--- config.mk ---
export PLATFORM = sky130hd
export DESIGN_NAME = uart_rx_cfg
export DESIGN_NICKNAME = d
export VERILOG_FILES = /design/src/rtl/uart_rx_cfg.sv
export SDC_FILE = /design/constraint.sdc
export NUM_CORES = 1
export LEC_CHECK = 0
export BUFFER_PORTS_ARGS = -buffer_cell sky130_fd_sc_hd__buf_2
export CAP_MARGIN = 20
export CORE_AREA = 2 2 87 89
export CTS_CLUSTER_DIAMETER = 100
export CTS_CLUSTER_SIZE = 10
export DETAILED_ROUTE_END_ITERATION = 12
export DIE_AREA = 0 0 89 91
export PLACE_DENSITY = 0.45
export SYNTH_ARGS = -nofsm -noshare
export SYNTH_HDL_FRONTEND = slang
export SYNTH_SLANG_ARGS = --single-unit
export TNS_END_PERCENT = 50
--- constraint.sdc ---
create_clock -name i_clk -period 1.9 [get_ports i_clk]
set_input_delay 0.095 -clock i_clk [delete_from_list [all_inputs] [get_ports i_clk]]
set_output_delay 0.095 -clock i_clk [all_outputs]
set_load 0.02 [all_outputs]
--- src/rtl/uart_rx_cfg.sv ---
// Parametrised UART receiver with 3-sample majority voting, parity/framing/break
// detection and a valid/ready output stage that flags overruns.
module uart_rx_cfg #(
    parameter int CLK_FREQ   = 50000000,
    parameter int BAUDRATE   = 300000,
    parameter int OVERSAMPLE = 16,
    parameter int DATA_BITS  = 8,
    parameter int PARITY     = 0,
    parameter int STOP_BITS  = 1
) (
    input  logic                 i_clk,
    input  logic                 i_reset,
    input  logic                 i_rx,
    input  logic                 i_rx_ready,
    output logic [DATA_BITS-1:0] o_rx_data,
    output logic                 o_rx_valid,
    output logic                 o_parity_err,
    output logic                 o_frame_err,
    output logic                 o_break_det,
    output logic                 o_overrun_err,
    output logic                 o_busy
);

    localparam int DIV = CLK_FREQ / (BAUDRATE * OVERSAMPLE);
    localparam int TW  = (DIV > 1) ? $clog2(DIV) : 1;
    localparam int SW  = $clog2(OVERSAMPLE);
    localparam int IW  = $clog2(DATA_BITS);

    localparam logic [TW-1:0] TICK_LAST     = TW'(DIV - 1);
    localparam logic [SW-1:0] SC_A          = SW'(OVERSAMPLE / 2 - 1);
    localparam logic [SW-1:0] SC_B          = SW'(OVERSAMPLE / 2);
    localparam logic [SW-1:0] SC_C          = SW'(OVERSAMPLE / 2 + 1);
    localparam logic [SW-1:0] SC_LAST       = SW'(OVERSAMPLE - 1);
    localparam logic [IW-1:0] IDX_DATA_LAST = IW'(DATA_BITS - 1);
    localparam logic [IW-1:0] IDX_STOP_LAST = IW'(STOP_BITS - 1);

    localparam logic [2:0] S_IDLE     = 3'd0;
    localparam logic [2:0] S_START    = 3'd1;
    localparam logic [2:0] S_DATA     = 3'd2;
    localparam logic [2:0] S_PARITY   = 3'd3;
    localparam logic [2:0] S_STOP     = 3'd4;
    localparam logic [2:0] S_BRK_WAIT = 3'd5;

    logic                 r_sync1;
    logic                 r_sync2;
    logic [TW-1:0]        r_tick_cnt;
    logic [2:0]           r_state;
    logic [SW-1:0]        r_sc;
    logic [IW-1:0]        r_idx;
    logic [DATA_BITS-1:0] r_shift;
    logic                 r_samp_a;
    logic                 r_samp_b;
    logic                 r_par_bit;
    logic                 r_perr;
    logic                 r_ferr;
    logic                 r_armed;

    logic w_rx_s;
    logic w_tick;
    logic w_maj;
    logic w_decide;
    logic w_wrap;
    logic w_par_calc;
    logic w_brk;

    always_ff @(posedge i_clk or posedge i_reset) begin
        if (i_reset) begin
            r_sync1 <= 1'b1;
            r_sync2 <= 1'b1;
        end else begin
            r_sync1 <= i_rx;
            r_sync2 <= r_sync1;
        end
    end

    always_ff @(posedge i_clk or posedge i_reset) begin
        if (i_reset)
            r_tick_cnt <= '0;
        else if (w_tick)
            r_tick_cnt <= '0;
        else
            r_tick_cnt <= r_tick_cnt + 1'b1;
    end

    assign w_rx_s     = r_sync2;
    assign w_tick     = (r_tick_cnt == TICK_LAST);
    assign w_maj      = (r_samp_a & r_samp_b) | (r_samp_a & w_rx_s) | (r_samp_b & w_rx_s);
    assign w_decide   = w_tick && (r_sc == SC_C);
    assign w_wrap     = w_tick && (r_sc == SC_LAST);
    assign w_par_calc = (PARITY == 1) ? ~(^r_shift) : (^r_shift);
    // A break is an all-zero frame whose parity bit (if any) and first stop bit are also 0.
    assign w_brk      = (r_shift == '0) && ((PARITY == 0) || !r_par_bit) && !w_maj;
    assign o_busy     = (r_state != S_IDLE);

    always_ff @(posedge i_clk or posedge i_reset) begin
        if (i_reset) begin
            r_state       <= S_IDLE;
            r_sc          <= '0;
            r_idx         <= '0;
            r_shift       <= '0;
            r_samp_a      <= 1'b0;
            r_samp_b      <= 1'b0;
            r_par_bit     <= 1'b0;
            r_perr        <= 1'b0;
            r_ferr        <= 1'b0;
            r_armed       <= 1'b0;
            o_rx_data     <= '0;
            o_rx_valid    <= 1'b0;
            o_parity_err  <= 1'b0;
            o_frame_err   <= 1'b0;
            o_break_det   <= 1'b0;
            o_overrun_err <= 1'b0;
        end else begin
            o_break_det   <= 1'b0;
            o_overrun_err <= 1'b0;
            if (o_rx_valid && i_rx_ready)
                o_rx_valid <= 1'b0;

            if (w_tick && (r_sc == SC_A))
                r_samp_a <= w_rx_s;
            if (w_tick && (r_sc == SC_B))
                r_samp_b <= w_rx_s;
            if (w_tick && (r_state != S_IDLE) && (r_state != S_BRK_WAIT))
                r_sc <= (r_sc == SC_LAST) ? '0 : r_sc + 1'b1;

            case (r_state)
                S_IDLE: begin
                    if (w_rx_s) begin
                        r_armed <= 1'b1;
                    end else if (r_armed) begin
                        r_state <= S_START;
                        r_sc    <= '0;
                        r_idx   <= '0;
                        r_perr  <= 1'b0;
                        r_ferr  <= 1'b0;
                    end
                end
                S_START: begin
                    if (w_decide && w_maj)
                        r_state <= S_IDLE;
                    else if (w_wrap)
                        r_state <= S_DATA;
                end
                S_DATA: begin
                    if (w_decide)
                        r_shift[r_idx] <= w_maj;
                    if (w_wrap) begin
                        if (r_idx == IDX_DATA_LAST) begin
                            r_idx   <= '0;
                            r_state <= (PARITY != 0) ? S_PARITY : S_STOP;
                        end else begin
                            r_idx <= r_idx + 1'b1;
                        end
                    end
                end
                S_PARITY: begin
                    if (w_decide) begin
                        r_par_bit <= w_maj;
                        r_perr    <= (w_maj != w_par_calc);
                    end
                    if (w_wrap)
                        r_state <= S_STOP;
                end
                S_STOP: begin
                    // The frame closes at the last stop bit's decision point so the next start edge is seen.
                    if (w_decide) begin
                        if ((r_idx == '0) && w_brk) begin
                            o_break_det <= 1'b1;
                            r_state     <= S_BRK_WAIT;
                        end else if (r_idx == IDX_STOP_LAST) begin
                            r_state <= S_IDLE;
                            if (!o_rx_valid || i_rx_ready) begin
                                o_rx_data    <= r_shift;
                                o_parity_err <= r_perr;
                                o_frame_err  <= r_ferr | ~w_maj;
                                o_rx_valid   <= 1'b1;
                            end else begin
                                o_overrun_err <= 1'b1;
                            end
                        end else begin
                            r_ferr <= r_ferr | ~w_maj;
                        end
                    end else if (w_wrap) begin
                        r_idx <= r_idx + 1'b1;
                    end
                end
                S_BRK_WAIT: begin
                    if (w_rx_s)
                        r_state <= S_IDLE;
                end
                default: r_state <= S_IDLE;
            endcase
        end
    end

endmodule
==> results.py <==
metrics = {
    "die": {
        "rows": 31,
        "fp.dieH_um": 91,
        "io_pins": 18,
        "die_area_um2": 8099,
        "core_um2": 7137,
        "start_util": 0.3135,
        "die_w_um": 89,
    },
    "logic_synthesis": {
        "synth_top_family_by_area": "simple AND/OR/NAND/NOR gates",
        "synth_edf_count": 0,
        "synth-simple-area-share": 0.1734,
        "synth_xor_area_frac": 0.02740,
        "synth.net_count": 221,
        "synth-async-reset-ratio": 1.000,
        "synth_fa_ha_area_frac": 0.06096,
        "ys_ff_latch": 42,
        "synth.distinct_cells": 45,
        "syn_area_um2": 2237,
        "synthFlopType": "dfrtp_1",
        "synth_top_cells_by_area": "dfrtp_1, ha_1, mux2_4, mux2i_1, inv_1",
        "ys_warn_count": 0,
        "syn_inst": 207,
        "synthMostInstantiatedCell": "dfrtp_1",
        "ys_seq_area_frac": 0.4709,
        "synthMuxAreaShare": 0.1286,
        "avgSynthCellArea_um2": 10.81,
        "yosysTopAreaCellShare": 0.4474,
        "synth.top_cells.by_count": "dfrtp_1, inv_1, nand2_1, nor2_1",
        "yosys.area.top_type": "dfrtp_1",
        "synth-compound-area-share": 0.07550,
    },
    "clock_network": {
        "numCtsBuffers": 5,
        "clock_path_buffers": 2,
        "cts.clk_slew.worst_paths_ns": 0.08,
        "cts.sinks": 42,
        "htreeDepth": 2,
        "root_buffer": "clkbuf_8",
        "cts_tree": "built",
        "clk_latency_ns": 0.29,
    },
    "detailed_routing": {
        "wl_met2_um": 2023,
        "routed.top_layer": "met4",
        "drt-initial-drc-count": 43,
        "finalWirelength_um": 4471,
        "wl_met3_um": 134,
        "post_drt_wl_per_cell_um": 12.74,
        "wl_met1_um": 2268,
        "dr.pass1.iters": 4,
        "remaining_drc_errors": 0,
        "via_per_inst": 4.547,
        "num_vias": 1596,
        "ant_nets": 0,
    },
    "grt": {
        "grt_max_degree": 24,
        "first_global_vias": 1579,
        "antenna_found_initial": 0,
        "grt_overflow": 0,
        "grt_pass1_wl_um": 7748,
        "track_usage": 0.1232,
    },
    "setup_path": {
        "crit_type": "reg2reg",
        "crit_chain": "inv_4, ha_4, nand2b_4, or3_4, and4bb_4, mux2_4",
        "slowest_delay_ns": 0.42,
        "setup.worst_path.start_class": "flip-flop",
        "cpMaxStageDelayCell": "and4bb_4",
        "end_kind": "flip-flop",
        "crit_required_ns": 2.08,
        "crit_arrival_ns": 2.01,
        "cp_max_fo": 5,
    },
    "place": {
        "gp_congestion": 0.7787,
        "post-dp-hpwl_um": 3273,
        "port_buffers": 17,
        "placed_cell_area_um2": 2587,
        "detailedPlace.worstSlack_ns": -0.03224,
    },
    "finish": {
        "final_nets": 265,
        "final_area_um2": 2743,
        "diodes": 0,
        "drive_gt1_frac": 0.3135,
        "syn2layout_area_growth_pct": 22.60,
        "utilization": 0.3843,
    },
    "timing": {
        "setup_viol": 0,
        "fin_ws_ns": 0.06818,
        "rsz0062_at_grt": "false",
        "slew-limit-headroom": 0.4868,
        "fin_crit_sh": 0.9641,
        "min_period_ns": 1.832,
        "drv_slew": 0,
        "worst_pin_slew_ns": 0.7650,
        "fin_skew_ns": 0.003883,
        "max_freq_mhz": 545.9,
        "hold_viol": 0,
    },
    "pwr": {
        "vdd_ir_drop_max_mv": 0.4222,
        "leakage_nw": 1.298,
        "powerDensity_nw_per_um2": 936.4,
    },
    "outcome": {
        "status": "finished, final reports clean",
    },
    "worst_hold_path": {
        "hp-class": "in2reg",
    },
    "flow_run": {
        "maxCapViolations": 0,
    },
}
==> layout make-up <==
cell class	count	area, µm²
Clock buffer	7	86.33
Sequential cell	42	1055
Inverter	20	77.57
Multi-Input combinational cell	139	1097
Fill cell	778	4394
Clock inverter	1	5.005
Timing Repair Buffer	43	297.8
Tap cell	99	123.9
==> placed cells by master (no fill, tap or decap), types with 7 or more instances in the layout <==
master / count
buf_4: 23
a21oi_1: 7
nand2_1: 17
buf_2: 17
ha_1: 8
mux2i_1: 10
o21ai_0: 9
dfrtp_1: 39
mux2_4: 9
nor2_1: 16
inv_1: 17
==> routing by layer <==
| layer | vias to the layer above | track usage |
|---|---|---|
| li1 | 800 | - |
| met1 | 766 | 0.1781 |
| met2 | 25 | 0.1847 |
| met3 | 5 | 0.02727 |
| met4 | 0 | 0.03358 |
| met5 | - | 0 |
==> worst max-delay path, delay by kind of cell (launching register included) <==
| family | cells | cell delay [ns] |
|---|---|---|
| DFF | 1 | 0.41 |
| muxes | 1 | 0.31 |
| adders and majority gates | 1 | 0.13 |
| and+or+nand+nor | 3 | 0.81 |
| buffers and inverters | 1 | 0.07 |
==> logic make-up (layout without fill, tap and decap cells) <==
kind of cell / after synthesis / after routing
adders and majority gates: 11 / 11
muxes: 24 / 24
xor gates and xnor gates: 7 / 7
DFF: 42 / 42
and+or+nand+nor: 68 / 69
buffers and inverters: 27 / 71
AOI/OAI and AO/OA: 28 / 28
==> repair_timing <==
item,4_1_cts,5_1_grt
pin swaps,1,2
buffers inserted,0,1
gates resized for setup,2,5
gates cloned,1,0
hold buffers,2,0
hold endpoints to repair,20,0
setup endpoints to repair,9,11
==> flip-flops by register name, summed over array words and instances, names as in the netlist, 3 cells and up <==
register / cells
o_rx_data: 8
r_idx: 3
r_sc: 4
r_shift: 8
r_state: 3
r_tick_cnt: 4
==> path summary, 6_finish.rpt <==
path	slack, ns	endpoint	startpoint	cells after the start
setup / recovery	0.07	o_rx_data[3]	r_idx[1]	6
hold / removal	0.17	o_overrun_err	i_rx_ready	3
setup reg to reg	0.07	o_rx_data[3]	r_idx[1]	6
hold reg to reg	0.36	r_sync2	r_sync1	0
max in group asynchronous	0.92	r_sync2	i_reset	4
min in group asynchronous	0.38	o_parity_err	i_reset	3
==> stage by stage <==
stage	hold slack [ns]	std cells	power (W)	TNS [ns]
2_1_floorplan	0.09948	207	0.001694	-0.4674
3_3_place_gp	0.1668	339	0.001950	-0.01118
3_5_place_dp	0.1650	339	0.001953	-0.03255
4_1_cts	0.1594	350	0.002577	0
5_1_grt	0.1518	351	0.002787	0
6_report	0.1677	351	0.002568	0
==> power breakdown <==
part           switching, W  internal, W
logic              0.000511     0.000450
clock network      0.000296     0.000293
registers         0.0000537     0.000964
total              0.000861      0.00171
(Power assumes the default switching activity.)
